**config.mk**
```make
export PLATFORM = sky130hd
export DESIGN_NAME = switch_ingress_framer
export DESIGN_NICKNAME = d
export VERILOG_FILES = /design/src/rtl/switch_ingress_framer.sv
export SDC_FILE = /design/constraint.sdc
export NUM_CORES = 1
export LEC_CHECK = 0
export CAP_MARGIN = 20
export CORE_MARGIN = 2
export CORE_UTILIZATION = 30
export CTS_BUF_LIST = sky130_fd_sc_hd__clkbuf_8
export CTS_CLUSTER_SIZE = 20
export DETAILED_ROUTE_END_ITERATION = 8
export PLACE_DENSITY_LB_ADDON = 0.15
export RECOVER_POWER = 100
export SYNTH_ARGS = -nofsm -noshare
export SYNTH_HDL_FRONTEND = slang
export SYNTH_SLANG_ARGS = --single-unit
export TNS_END_PERCENT = 20
```
**constraint.sdc**
```tcl
create_clock -name clk -period 5.1 [get_ports clk]
set_clock_uncertainty 0.1 [all_clocks]
set_input_delay 1.275 -clock clk [delete_from_list [all_inputs] [get_ports clk]]
set_output_delay 1.275 -clock clk [all_outputs]
set_load 0.01 [all_outputs]
```
**src/rtl/switch_ingress_framer.sv**
```systemverilog
// switch_ingress_framer: store-and-forward ingress buffer in front of a switch
// port; releases only complete, well-formed sop/eop packets.
module switch_ingress_framer #(
    parameter int DATA_W = 8,
    parameter int DEPTH  = 16,
    parameter int CNT_W  = 8
) (
    input  logic                    clk,
    input  logic                    reset,
    input  logic                    in_valid,
    input  logic [DATA_W-1:0]       in_data,
    input  logic                    in_sop,
    input  logic                    in_eop,
    output logic                    in_ready,
    output logic                    out_valid,
    output logic [DATA_W-1:0]       out_data,
    output logic                    out_sop,
    output logic                    out_eop,
    input  logic                    out_ready,
    output logic [$clog2(DEPTH):0]  pkt_cnt,
    output logic [CNT_W-1:0]        drop_cnt,
    output logic [CNT_W-1:0]        err_cnt
);
    localparam int AW = $clog2(DEPTH);
    localparam int PW = AW + 1;
    localparam logic [PW-1:0] DEPTH_P = PW'(DEPTH);
    localparam logic [PW-1:0] ONE_P   = PW'(1);

    typedef enum logic [1:0] { W_IDLE, W_PKT, W_DROP } w_state_e;
    typedef enum logic       { R_IDLE, R_SEND }        r_state_e;

    w_state_e          w_state_q, w_state_d;
    r_state_e          r_state_q, r_state_d;
    logic [PW-1:0]     wr_ptr_q, wr_ptr_d;
    logic [PW-1:0]     cm_ptr_q, cm_ptr_d;
    logic [PW-1:0]     rd_ptr_q, rd_ptr_d;
    logic [PW-1:0]     pkt_cnt_q, pkt_cnt_d;
    logic [CNT_W-1:0]  drop_cnt_q, drop_cnt_d;
    logic [CNT_W-1:0]  err_cnt_q, err_cnt_d;
    logic              commit_q, commit_d;
    logic              in_ready_q, in_ready_d;
    logic              out_valid_q, out_valid_d;
    logic              out_sop_q, out_sop_d;
    logic              out_eop_q, out_eop_d;
    logic [DATA_W-1:0] out_data_q, out_data_d;

    logic [DATA_W:0]   mem_q [DEPTH];
    logic              mem_we;
    logic [AW-1:0]     mem_waddr;
    logic [DATA_W:0]   rd_word;
    logic              accept, ovf, err_inc, drop_inc;
    logic              pkt_dec, load, load_sop;
    logic              full_n, ovf_n;

    // The open packet alone fills the buffer: it can never fit, so drop it.
    assign accept = in_valid & in_ready_q;
    assign ovf    = (w_state_q == W_PKT) && ((wr_ptr_q - cm_ptr_q) == DEPTH_P);

    always_comb begin
        w_state_d = w_state_q;
        wr_ptr_d  = wr_ptr_q;
        cm_ptr_d  = cm_ptr_q;
        commit_d  = 1'b0;
        mem_we    = 1'b0;
        mem_waddr = wr_ptr_q[AW-1:0];
        err_inc   = 1'b0;
        drop_inc  = 1'b0;
        if (accept) begin
            unique case (w_state_q)
                W_IDLE: begin
                    if (in_sop) begin
                        mem_we   = 1'b1;
                        wr_ptr_d = wr_ptr_q + ONE_P;
                        if (in_eop) begin
                            cm_ptr_d = wr_ptr_q + ONE_P;
                            commit_d = 1'b1;
                        end else begin
                            w_state_d = W_PKT;
                        end
                    end else begin
                        err_inc = 1'b1;
                    end
                end
                W_PKT: begin
                    if (in_sop) begin
                        err_inc   = 1'b1;
                        mem_we    = 1'b1;
                        mem_waddr = cm_ptr_q[AW-1:0];
                        wr_ptr_d  = cm_ptr_q + ONE_P;
                        if (in_eop) begin
                            cm_ptr_d  = cm_ptr_q + ONE_P;
                            commit_d  = 1'b1;
                            w_state_d = W_IDLE;
                        end
                    end else if (ovf) begin
                        wr_ptr_d  = cm_ptr_q;
                        drop_inc  = 1'b1;
                        w_state_d = in_eop ? W_IDLE : W_DROP;
                    end else begin
                        mem_we   = 1'b1;
                        wr_ptr_d = wr_ptr_q + ONE_P;
                        if (in_eop) begin
                            cm_ptr_d  = wr_ptr_q + ONE_P;
                            commit_d  = 1'b1;
                            w_state_d = W_IDLE;
                        end
                    end
                end
                W_DROP: begin
                    if (in_eop) w_state_d = W_IDLE;
                end
                default: w_state_d = W_IDLE;
            endcase
        end
    end

    assign rd_word = mem_q[rd_ptr_q[AW-1:0]];

    always_comb begin
        r_state_d   = r_state_q;
        rd_ptr_d    = rd_ptr_q;
        out_valid_d = out_valid_q;
        out_sop_d   = out_sop_q;
        out_eop_d   = out_eop_q;
        out_data_d  = out_data_q;
        pkt_dec     = 1'b0;
        load        = 1'b0;
        load_sop    = 1'b0;
        unique case (r_state_q)
            R_IDLE: begin
                if (pkt_cnt_q != '0) begin
                    load      = 1'b1;
                    load_sop  = 1'b1;
                    r_state_d = R_SEND;
                end
            end
            R_SEND: begin
                if (out_valid_q && out_ready) begin
                    if (out_eop_q) begin
                        pkt_dec = 1'b1;
                        if (pkt_cnt_q > ONE_P) begin
                            load     = 1'b1;
                            load_sop = 1'b1;
                        end else begin
                            out_valid_d = 1'b0;
                            out_sop_d   = 1'b0;
                            out_eop_d   = 1'b0;
                            r_state_d   = R_IDLE;
                        end
                    end else begin
                        load = 1'b1;
                    end
                end
            end
            default: r_state_d = R_IDLE;
        endcase
        if (load) begin
            out_valid_d = 1'b1;
            out_sop_d   = load_sop;
            out_eop_d   = rd_word[DATA_W];
            out_data_d  = rd_word[DATA_W-1:0];
            rd_ptr_d    = rd_ptr_q + ONE_P;
        end
    end

    // Commit reaches pkt_cnt one cycle after the eop edge.
    always_comb begin
        pkt_cnt_d = pkt_cnt_q;
        if (commit_q && !pkt_dec) pkt_cnt_d = pkt_cnt_q + ONE_P;
        else if (!commit_q && pkt_dec) pkt_cnt_d = pkt_cnt_q - ONE_P;
        drop_cnt_d = drop_cnt_q;
        if (drop_inc && (drop_cnt_q != '1)) drop_cnt_d = drop_cnt_q + 1'b1;
        err_cnt_d = err_cnt_q;
        if (err_inc && (err_cnt_q != '1)) err_cnt_d = err_cnt_q + 1'b1;
        full_n = (wr_ptr_d - rd_ptr_d) == DEPTH_P;
        ovf_n  = (w_state_d == W_PKT) && ((wr_ptr_d - cm_ptr_d) == DEPTH_P);
        in_ready_d = (w_state_d == W_DROP) || !full_n || ovf_n;
    end

    always_ff @(posedge clk) begin
        if (mem_we) mem_q[mem_waddr] <= {in_eop, in_data};
    end

    always_ff @(posedge clk or negedge reset) begin
        if (!reset) begin
            w_state_q   <= W_IDLE;
            r_state_q   <= R_IDLE;
            wr_ptr_q    <= '0;
            cm_ptr_q    <= '0;
            rd_ptr_q    <= '0;
            pkt_cnt_q   <= '0;
            drop_cnt_q  <= '0;
            err_cnt_q   <= '0;
            commit_q    <= 1'b0;
            in_ready_q  <= 1'b0;
            out_valid_q <= 1'b0;
            out_sop_q   <= 1'b0;
            out_eop_q   <= 1'b0;
            out_data_q  <= '0;
        end else begin
            w_state_q   <= w_state_d;
            r_state_q   <= r_state_d;
            wr_ptr_q    <= wr_ptr_d;
            cm_ptr_q    <= cm_ptr_d;
            rd_ptr_q    <= rd_ptr_d;
            pkt_cnt_q   <= pkt_cnt_d;
            drop_cnt_q  <= drop_cnt_d;
            err_cnt_q   <= err_cnt_d;
            commit_q    <= commit_d;
            in_ready_q  <= in_ready_d;
            out_valid_q <= out_valid_d;
            out_sop_q   <= out_sop_d;
            out_eop_q   <= out_eop_d;
            out_data_q  <= out_data_d;
        end
    end

    assign in_ready  = in_ready_q;
    assign out_valid = out_valid_q;
    assign out_sop   = out_sop_q;
    assign out_eop   = out_eop_q;
    assign out_data  = out_data_q;
    assign pkt_cnt   = pkt_cnt_q;
    assign drop_cnt  = drop_cnt_q;
    assign err_cnt   = err_cnt_q;

endmodule

```
Word level (Yosys, flattened, before mapping)
Memory sizes are Yosys's and may differ from the RTL's. Index checks and enable logic that the tools add are counted.

Register bits: 52. Logic and storage cells: 126. Input port bits: 14. Memories: 1. Bits in writable memories: 144. Output and inout bits: 33.

Add/sub/neg operators: 10. Mux-type cells: 68. Magnitude comparators: 1. Equality and inequality tests: 10. Reductions and logical operators: 20. Bitwise operators: 2.

Memories: mem_q (words 16, bits a word 9, rd ports 1, clocked after memory_dff 0, wr ports 1, line 47) `logic [DATA_W:0] mem_q [DEPTH];`.

Operators with widths (count): 5-bit 2-to-1 mux (13); 1-bit 2-to-1 mux (36); 5-bit by 1-bit adder with 5-bit output (second input constant) (4); 5-bit case mux with 2 select lines (2); 8-bit by 1-bit adder with 8-bit output (second input constant) (2); 8-bit != test (second input constant) (2); 5-bit equality test (second input constant) (3); 5-bit subtractor (3); 2-bit 2-to-1 mux (7); 4-bit 2-to-1 mux (3); 1-bit case mux with 2 select lines (6); 2-bit nonzero test (4); 1-bit logical AND (7); 2-bit case mux with 3 select lines (1); 5-bit by 1-bit greater-than comparator with 1-bit output (second input constant) (1); 5-bit nonzero test (1); 5-bit by 1-bit subtractor with 5-bit output (second input constant) (1); 2-bit by 1-bit equality test with 1-bit output (second input constant) (2); 2-bit equality test (second input constant) (2); 4-bit AND reduction (1); 1-bit logical NOT (3); 2-bit logical NOT (1); 1-bit logical OR (2); 2-bit != test (second input constant) (1); 3 further kinds (3).

Depth between registers and ports, before layout
Gate-level depths: netlist of run 1.

Depth in word-level cells: 12. Depth in mapped cells: 18. Depth with buffers taken out: 17.

Least setup slack after synthesis of run 1
Ideal clock, no wire load.

Path kind: input to register. Start: input in_eop. End: register in_ready_q (netlist: in_ready). Library setup time: 0.087 ns. Stages: 14. Data arrival time: 4.310 ns. Data required time: 4.913 ns. Path buffers: 1. Setup slack: 0.603 ns. Path through: clkbuf_1 -> nor3b_1 -> a211oi_1 -> and2_1 -> o311ai_0 -> a31o_2 -> ha_1 -> xor2_1 -> or4_1 -> a21oi_1 -> or3b_1 -> a211oi_1 -> mux2i_1 -> a22oi_1.

Word-level cells in the longest chain between the ends: 9. Elaborated cells between the ends (all ways): 22. Classes of those cells: add/sub (1); eq/ne (3); mux (15); reduce/logical (3).

RTL lines: start: declaration (line 13) `input logic in_eop,`; 5-bit 2-to-1 mux (line 74, 102); 5-bit 2-to-1 mux (line 95) `end else if (ovf) begin`; 5-bit 2-to-1 mux (line 85) `if (in_sop) begin`; 5-bit case mux with 2 select lines (line 69) `unique case (w_state_q)`; 5-bit 2-to-1 mux (line 68) `if (accept) begin`; 5-bit subtractor (line 176) `ovf_n = (w_state_d == W_PKT) && ((wr_ptr_d - cm_ptr_d) == DEPTH_P);`; 5-bit equality test (line 176); 1-bit logical AND (line 176); 1-bit logical OR * (line 177) `in_ready_d = (w_state_d == W_DROP) || !full_n || ovf_n;`; via in_ready_d (line 41) `logic in_ready_q, in_ready_d;`; end signal: assignment (line 210) `in_ready_q <= in_ready_d;`; end: declaration (line 41).

Mark *: on every way through the listed nets, which the timed path passes. The rest lies on a longest branch. A chain may end at the register's enable or synchronous reset.

Final worst setup path of run 1
Same ends and word-level chain as after synthesis.

==> key figures, run 1 <==
GRT
  – M1 GR Usage: 19.5%
  – Largest net degree at the start of global routing: 40
  – Vias in the first global route: ~5600
  – Congestion Overflow GR: 0
  – First-pass GRT wire length: about 33 mm
  – Most used routing layer: met2
  – Global-route usage over all layers: 14.4%
  – Met3 GRT Util: 2.30%
  – Met2 GRT Util: a little under a quarter
  – Initial antenna violation count: 0

Worst hold path
  – Hold Crit Class: flop to flop

Floorplan
  – Die Wd: 177 um
  – Core area: 29500 sq um
  – # rows: 63
  – I/O pin count: 47
  – Chip height: 177 um
  – Initial core utilization: 30.4%
  – Full die area: 31200 sq um

Yosys
  – Largest area contributor in the netlist: edfxtp_1
  – Synth Flop Type: edfxtp_1
  – Post-Synthesis Cells: 603
  – #FFs+latches synth: about 200
  – Async S/R FF share, synth: 26.5%
  – Synth top area share: 48.3%
  – Synth top cells by count: 144 x edfxtp_1, 52 x dfrtp_1, 45 x mux4_2
  – Count leader, synth: edfxtp_1
  – Sequential cell area fraction in the yosys report: 62.9%
  – Mean Syn Cell Area: 14.8 sq um
  – Post-synth EDFFs: 144
  – Syn Nets: 638
  – Top cells by area, synth: edfxtp_1 48%, dfrtp_1 15%, mux4_2 11%
  – Synth cell types: 57
  – YS warnings: 0
  – Post-Syn Area: 8950 sq um

Worst setup path
  – Reg2reg path depth: 16
  – Worst Path Required: ~5.4 ns
  – Critical path destination: in_ready
  – Critical path origin: in_eop
  – Capturing point of the worst reg2reg path: in_ready
  – Worst R2R Start: cm_ptr_q[3]
  – Startpoint Class: input pin
  – Crit path arrival time: 4.95 ns
  – Reg-to-reg slack, setup: ~0.44 ns
  – CP Class: input pin to flop
  – Worst Setup End Kind: flop
  – Worst-path maximum fanout: 6

Place
  – Hpwl dp: 14.9 mm
  – Placed cell areas: 10200 sq um
  – GP Congestion: 0.924
  – Pre-CTS WS: 0.00782 ns
  – PortBufs: between 40 and 50

Finish
  – Sequential Area: 5630 sq um
  – N_diodes: 0
  – Multi-input combinational cell area: 3130 sq um
  – Layout cells sized above 1: 16.3%
  – Post-layout nets: slightly above 700
  – # fillers: approximately 2900
  – Area growth syn-to-layout: 16.5%
  – Fin area: 10400 sq um

Clock network
  – Max clock buf depth: 2
  – Worst-path clk slew: 0.10 ns
  – CTS Buf Count: 17
  – CTS Root Cell: clkbuf_8
  – Hold_buf cts: 0
  – Post-cts resize count: 0
  – CTS tree: built
  – Worst-skew pair later-pin latency: between 0.4 and 0.5 ns
  – Post-CTS setup buffers: 0
  – CTS Sinks: 196
  – # H-tree levels: 4

Timing
  – Slew at the pin with the worst max-slew slack: ~2.1 ns
  – Fin Hold WS: 0.394 ns
  – Pins Over Slew Limit: 73
  – Unrepaired setup endpoints after global routing: no
  – Final hold violations: 0
  – Crit path time final: 4.68 ns
  – Peak Freq: 0.214 GHz
  – Worst Slack Setup Final: between 0.4 and 0.5 ns
  – Worst slew margin: -41.6%
  – Setup total negative slack: 0 ns
  – Fin crit share: 91.8%
  – Final setup violating endpoints: 0

Status
  – Failing checks: capacitance limit, slew limit
  – Status: finished, violations left

Job
  – Max Cap Violations: 2

Power and ir drop
  – IR drop worst, VDD: 0.000283 V
  – Pwr dens: 542 nW/um^2
  – Leakage power: 0.00364 uW

Route
  – WL final: 21.7 mm
  – Vias: 5474
  – Iteration-0 DRC Markers: between 400 and 500
  – Via density: between 5 and 6
  – Drt first pass iters: 5
  – Remaining antenna violation count: 0
  – # DRC: 0
  – Avg WL per Cell: 19.9 um
-- how the worst min path moves through the flow --
| stage | start | cells past startpoint | slack (ns) | to |
|---|---|---|---|---|
| floorplan | rd_ptr_q[4] | 1 | 0.36 | rd_ptr_q[4] |
| global placement | err_cnt[7] | 1 | 0.38 | err_cnt[7] |
| detailed placement | rd_ptr_q[4] | 1 | 0.38 | rd_ptr_q[4] |
| CTS | err_cnt[5] | 1 | 0.40 | err_cnt[5] |
| global route | rd_ptr_q[4] | 1 | 0.42 | rd_ptr_q[4] |
| finish | err_cnt[5] | 1 | 0.39 | err_cnt[5] |
-- metrics by stage --
stage                     total power [uW]  std cells  util, %
after floorplan                       3840        603        -
after global placement                4770       1053     34.3
after detailed placement              4810       1057     34.4
after CTS                             5810       1089     35.8
after global routing                  6050       1089     35.4
final                                 5650       1089     35.4
-- critical path, cell delays in order --
cell and delay (ns):
clkdlybuf4s50_1 0.56, nor3b_1 0.21, a211oi_1 0.08, and2_0 0.22, o311ai_0 0.45, a31o_2 0.26, ha_1 0.25, xor2_1 0.14
or4_1 0.40, a21oi_1 0.16, or3b_1 0.36, a211oi_1 0.26, mux2i_1 0.12, a22oi_1 0.20
-- metal layers --
layer	vias to the layer above	part of all wire, %
met5	-	0
met1	2798	46
met4	0	1.8
li1	2504	-
met2	149	48
met3	23	4.0
-- logic make-up after synthesis --
logic type | synth area share (%)
AOI/OAI and AO/OA | 7.05
xor gates and xnor gates | 3.51
adders and majority gates | 2.94
buffers and inverters | 2.04
DFF | 62.9
muxes | 13.5
and+or+nand+nor | 8.12
-- report_power, final --
| part | leakage [uW] | total (uW) | switching, uW | internal [uW] |
|---|---|---|---|---|
| registers | 0.00193 | 2170 | 211 | 1960 |
| clock network | 0.000203 | 981 | 610 | 370 |
| logic | 0.00151 | 2500 | 1320 | 1180 |
-- sequential cells by signal, summed over array words and instances, names as in the netlist, 2 cells and up --
register,flops
wr_ptr_q,5
err_cnt,8
cm_ptr_q,5
rd_ptr_q,5
w_state_q,2
drop_cnt,8
pkt_cnt,5
mem_q,144
out_data,8
-- cells in the final DEF (no fill, tap or decap), drive strengths merged, types with 4 or more instances in the layout --
master / n
o22a: 4
clkinv: 6
nand2b: 4
o21ai: 28
and2: 6
nand3: 19
nand4: 8
edfxtp: 144
a22oi: 4
a31oi: 9
mux4: 45
a21oi: 16
and3: 8
dlygate4sd3: 44
dfrtp: 52
xnor2: 20
nor2: 38
inv: 25
buf: 23
nand2: 32
or4: 4
ha: 21
nor3: 13
o21a: 6
clkbuf: 44
mux2: 10
mux2i: 8
xor2: 15
-- layout make-up --
cell class,instances,area share (%)
sequential,196,54.0
multi-input combinational,360,30.0
clock inverter,15,1.51
timing repair buffer,95,6.96
tap,390,4.68
inverter,16,0.576
clock buffer,17,2.24
Power figures use the tool's default switching activity.
==> inputs of run 2 (changes only) <==
PLACE_DENSITY_LB_ADDON = unset   (was 0.15)
==> run 2 against run 1 <==
The run still ends with capacitance limit, slew limit left. Wire length is 9.0% lower. Combinational power is 7% lower. Global-route usage is 1.3 points lower. Utilization is 0.13 points lower. First-iteration DRC count is 1.4% higher. Cell area is 0.36% lower. Hold slack worse by 0.00087 ns. Flip-flop and latch count stayed put. Sequential power is 3% higher. Critical path depth is 1 higher.
==> key figures, run 2 (synthesis gave the netlist of run 1 again) <==
Finish
  – Fin area: 10400 sq um
  – Max reg flops: 144
  – Post-layout nets: 713
  – Area growth syn-to-layout: 16.1%
  – Most common cell after layout, fill and taps aside: edfxtp_1
  – Layout cells sized above 1: 15.5%
  – Most frequent cells in the layout: 144 x edfxtp_1, 52 x dfrtp_1, 45 x mux4_2, 44 x dlygate4sd3_1, 38 x nor2_1
  – Largest reg by FF count: mem_q

GRT
  – Initial antenna violation count: 3
  – Global-route usage over all layers: 13.1%
  – Vias in the first global route: around 5300
  – Largest net degree at the start of global routing: 35
  – Congestion Overflow GR: 0
  – First-pass GRT wire length: roughly 31 mm

Clock network
  – CTS Sinks: 196
  – Worst-skew pair later-pin latency: 0.47 ns
  – CTS tree: built
  – # H-tree levels: 4
  – CTS Buf Count: 17
  – Max clock buf depth: 2
  – Post-CTS setup buffers: 0
  – Worst-path clk slew: 0.10 ns
  – CTS Root Cell: clkbuf_8

Floorplan
  – Full die area: 31200 sq um
  – # rows: between 60 and 70
  – I/O pin count: 47
  – Chip height: 177 um
  – Die Wd: ~180 um
  – Core area: 29500 sq um
  – Initial core utilization: 30.4%

Worst setup path
  – Critical Path Most Common Cell: a211oi_1
  – Reg-to-reg slack, setup: 0.32 ns
  – Critical Path Max Stage Delay: 0.68 ns
  – Worst Setup End Kind: flop
  – Slowest CP cell: dlygate4sd3_1
  – Worst-path maximum fanout: 8
  – Startpoint Class: input pin
  – Buf+Inv Stages, Crit Path: 1
  – CP Class: input pin to flop
  – Worst Path Required: 5.38 ns
  – Crit-path cells: dlygate4sd3_1, and3_1, a211oi_1, and2_1, o21ai_0, a32oi_1, o21a_1, ha_1, nor2b_1, or4_1, a21oi_1, or3b_1, a211oi_1, mux2i_1, a22oi_1
  – Crit path max-delay family: simple AND/OR/NAND/NOR gates
  – Crit path arrival time: 5.08 ns

Place
  – GP Congestion: 0.907
  – Placed cell areas: 10100 sq um
  – Pre-CTS WS: -0.137 ns
  – Hpwl dp: 13.0 mm
  – PortBufs: 46

Route
  – Drt first pass iters: 5
  – Remaining antenna violation count: 0
  – # DRC: 0
  – Via density: 4.95
  – WL final: roughly 20 mm
  – Avg WL per Cell: 18.2 um
  – Vias: 5365
  – Iteration-0 DRC Markers: 429

Power and ir drop
  – Leakage power: around 0.0036 uW
  – IR drop worst, VDD: 0.000177 V
  – Sw Pwr: roughly 2000 uW
  – Sw Ratio: 36.6%
  – Pwr dens: 531 nW/um^2
  – Internal power: 3500 uW
  – Comb power frac: 42.2%
  – Clock share of power: approximately 17%
  – Reg power frac: 40.6%

Timing
  – Pins Over Slew Limit: 56
  – Final hold violations: 0
  – Worst slew margin: -35.1%
  – Final setup violating endpoints: 0
  – Slew at the pin with the worst max-slew slack: 2.03 ns
  – Crit path time final: roughly 4.8 ns
  – Peak Freq: 0.208 GHz
  – Unrepaired setup endpoints after global routing: no
  – Worst Slack Setup Final: 0.301 ns
  – Fin crit share: 94.1%
  – Fin Hold WS: 0.393 ns

Status
  – Status: finished, violations left
  – Failing checks: capacitance limit, slew limit

Job
  – Max Cap Violations: 2

Worst hold path
  – Hold Crit Class: flop to flop
==> run 2: cell types whose count changed in the layout (fill, tap and decap cells not counted), sizes merged <==
cell and delta:
inv -4, clkbuf -4, bufinv +1, diode +2, clkinvlp +1, buf -4, clkinv +2
==> run 2: through the flow <==
step / TNS (ns) / instances / utilization [%] / power [uW]
floorplan: 0 / 603 / - / 3840
global placement: -0.0149 / 1047 / 34.2 / 4640
detailed placement: -0.137 / 1048 / 34.2 / 4660
CTS: 0 / 1080 / 35.5 / 5610
global route: 0 / 1081 / 35.2 / 5870
finish: 0 / 1083 / 35.2 / 5520
==> run 2: layer usage <==
metal / routed length (um) / vias to the layer above / global-route usage, %
met2: 9630 / 125 / 21.7
met4: 269 / 2 / 4.51
met5: 7 / - / 0
li1: - / 2492 / -
met1: 8920 / 2725 / 17.2
met3: 881 / 21 / 2.43
==> run 2: layout make-up <==
class / instances / area, sq um
timing repair buffer: 87 / 696
inverter: 16 / 60.1
tap: 390 / 488
clock buffer: 17 / 234
clock inverter: 15 / 135
multi-input combinational: 360 / 3140
antenna: 2 / 5.00
fill: 2871 / 19100
sequential: 196 / 5630
==> run 2: final timing paths <==
kind / startpoint / end / depth (start not counted)
worst max-delay path: in_eop / in_ready / 15
worst min-delay path: pkt_cnt[4] / pkt_cnt[4] / 1
worst max register to register: cm_ptr_q[3] / in_ready / 16
worst min register to register: pkt_cnt[4] / pkt_cnt[4] / 1
max in group asynchronous: reset / pkt_cnt[1] / 2
min in group asynchronous: reset / wr_ptr_q[4] / 1
==> run 2: power by group through the flow <==
stage	logic [uW]	clock network, uW	registers, uW
after global routing	2560	1040	2280
after floorplan	1680	0	2160
after CTS	2380	975	2250
after detailed placement	2380	0	2280
after global placement	2360	0	2280
final	2330	948	2240
==> run 2: repair_timing <==
| item | in CTS | in global routing |
|---|---|---|
| resized for setup | 0 | 2 |
| hold buffers | 0 | 0 |
| setup endpoints to repair | 0 | 1 |
==> inputs of run 3 (changes only) <==
SLEW_MARGIN = 20   (was unset)
==> run 3 against run 2 <==
The flow still finishes with violations (capacitance limit, slew limit). Via count increased by 0.88%. Global-route usage hardly changed. Hold slack worse by 0.00065 ns. Count of clock-buffer cells in the layout unchanged. Final cell count fell by 0.18%. Critical path depth is 1 higher. Sequential share of layout area increased by 0.078 points. Non-clock buffer count fell by 2. Flip-flop and latch count is the same. Combinational power about the same. Die area did not move. Fmax up 1.7%.
==> key figures, run 3 (synthesis gave the netlist of run 1 again) <==
Timing
  – Worst slew margin: -32.3%
  – Crit path time final: 4.72 ns
  – Pins Over Slew Limit: 56
  – Final hold violations: 0
  – Final setup violating endpoints: 0
  – Peak Freq: approximately 0.21 GHz
  – Unrepaired setup endpoints after global routing: no
  – Setup total negative slack: 0 ns
  – Fin crit share: 92.5%
  – Slew at the pin with the worst max-slew slack: 1.98 ns
  – Fin Hold WS: approximately 0.4 ns

Finish
  – Layout cells sized above 1: 15.8%
  – Most frequent cells in the layout: 144 x edfxtp_1, 51 x dfrtp_1, 45 x mux4_2, 44 x dlygate4sd3_1, 38 x nor2_1
  – # fillers: slightly below 3000
  – Post-layout nets: 711
  – Fin cells: 1081
  – Max reg flops: 144
  – Fin area: 10400 sq um
  – Largest reg by FF count: mem_q
  – Most common cell after layout, fill and taps aside: edfxtp_1
  – Area growth syn-to-layout: 15.9%

Power and ir drop
  – Pwr dens: 531 nW/um^2
  – Leakage power: 0.00362 uW
  – IR drop worst, VDD: roughly 0.00019 V

GRT
  – Vias in the first global route: 5383
  – First-pass GRT wire length: 30.6 mm
  – Largest net degree at the start of global routing: 35
  – Initial antenna violation count: 3
  – Global-route usage over all layers: 13.0%
  – Congestion Overflow GR: 0

Worst setup path
  – Critical Path Max Stage Delay: 0.59 ns
  – Buf+Inv Stages, Crit Path: 1
  – Crit-path cells: inv_1, ha_1, or4_1, o21a_1, nor3_4, mux2i_1, a22oi_1, o22a_1, ha_1, xor2_1, or4_1, a21oi_1, or3b_1, a211oi_1, mux2i_1, a22oi_1
  – Startpoint Class: flop
  – Crit path max-delay family: simple AND/OR/NAND/NOR gates
  – Reg2reg path depth: 16
  – Capturing point of the worst reg2reg path: in_ready
  – Worst-path maximum fanout: 8
  – Crit path arrival time: 4.99 ns
  – Worst Path Required: 5.37 ns
  – Slowest CP cell: or4_1
  – Reg-to-reg slack, setup: 0.38 ns
  – Worst Setup End Kind: flop
  – Worst R2R Start: cm_ptr_q[3]
  – CP Class: flop to flop

Route
  – Iteration-0 DRC Markers: 474
  – Avg WL per Cell: 18.1 um
  – # DRC: 0
  – WL final: slightly below 20 mm
  – Remaining antenna violation count: 0
  – Via density: 5.01
  – Drt first pass iters: 5
  – Vias: 5412

Clock network
  – Max clock buf depth: 2
  – Worst-skew pair later-pin latency: 0.46 ns
  – CTS Buf Count: 17
  – CTS Root Cell: clkbuf_8
  – CTS tree: built
  – Hold_buf cts: 0
  – Post-cts resize count: 0
  – # H-tree levels: 4
  – Post-CTS setup buffers: 0
  – Worst-path clk slew: about 0.09 ns
  – CTS Sinks: 196

Floorplan
  – Chip height: roughly 180 um
  – I/O pin count: 47
  – Full die area: around 31000 sq um
  – Initial core utilization: ~30%
  – # rows: 63
  – Die Wd: 177 um
  – Core area: slightly below 30000 sq um

Worst hold path
  – Hold Crit Depth: 1
  – Hold Crit Class: flop to flop
  – Hold EP: pkt_cnt[4]
  – Hold Crit Start: pkt_cnt[4]

Place
  – Hpwl dp: roughly 13 mm
  – GP Congestion: 0.907
  – PortBufs: 46
  – Placed cell areas: 10100 sq um
  – Placed cells: 1047

Job
  – Max Cap Violations: 2

Status
  – Status: finished, violations left
  – Failing checks: capacitance limit, slew limit
run 3: cell types whose count changed in the layout (fill, tap and decap cells not counted):
cell	delta
and2_0	-1
and2_1	+1
buf_4	-1
clkbuf_1	-2
clkbuf_4	+1
clkinv_1	-1
clkinv_2	+1
clkinv_4	-1
clkinv_8	-1
dfrtp_1	-1
dfrtp_2	+1
inv_6	+2
run 3: worst reg2reg max path, delay by kind of cell (launching register included):
family | cells | cell delay [ns]
compound gates | 6 | 1.11
mux | 2 | 0.40
simple gates | 4 | 1.65
buf+inv | 1 | 0.10
fa+ha+maj | 2 | 0.65
xor+xnor | 1 | 0.15
flops | 1 | 0.48
run 3: routing by layer:
| metal | track usage [%] | part of all wire, % | vias to the layer above |
|---|---|---|---|
| li1 | - | - | 2487 |
| met1 | 17.1 | 45 | 2748 |
| met2 | 21.5 | 49 | 149 |
| met3 | 2.21 | 4.4 | 26 |
| met4 | 5.17 | 1.8 | 2 |
| met5 | 0 | 0.082 | - |
run 3: per-stage QoR:
| stage | setup slack, ns | total power (uW) | utilization (%) |
|---|---|---|---|
| 4_1_cts | 0.246 | 5600 | 35.4 |
| 3_5_place_dp | -0.0844 | 4660 | 34.2 |
| 2_1_floorplan | 0.603 | 3840 | - |
| 6_report | 0.383 | 5510 | 35.2 |
| 5_1_grt | 0.0166 | 5880 | 35.2 |
| 3_3_place_gp | -0.0149 | 4640 | 34.2 |
run 3: layout make-up:
type	instances	area (sq um)	area share (%)
Sequential cell	196	5630	54.2
Multi-Input combinational cell	360	3140	30.3
Timing Repair Buffer	85	688	6.63
Tap cell	390	488	4.70
Clock buffer	17	234	2.26
Clock inverter	15	129	1.24
Inverter	16	60.1	0.579
Antenna cell	2	5.00	0.0483
run 3: worst max path at each step:
stage	from	end	depth (start not counted)
final	cm_ptr_q[3]	in_ready	16
after global routing	in_eop	in_ready	14
after CTS	cm_ptr_q[3]	in_ready	16
after detailed placement	in_eop	in_ready	14
after global placement	in_eop	in_ready	14
after floorplan	in_eop	in_ready	14
run 3: where the power goes:
group	leakage (uW)	total [uW]	internal, uW	switching [uW]
clock network	0.000192	932	390	542
registers	0.00193	2240	1960	283
logic	0.00149	2330	1150	1180
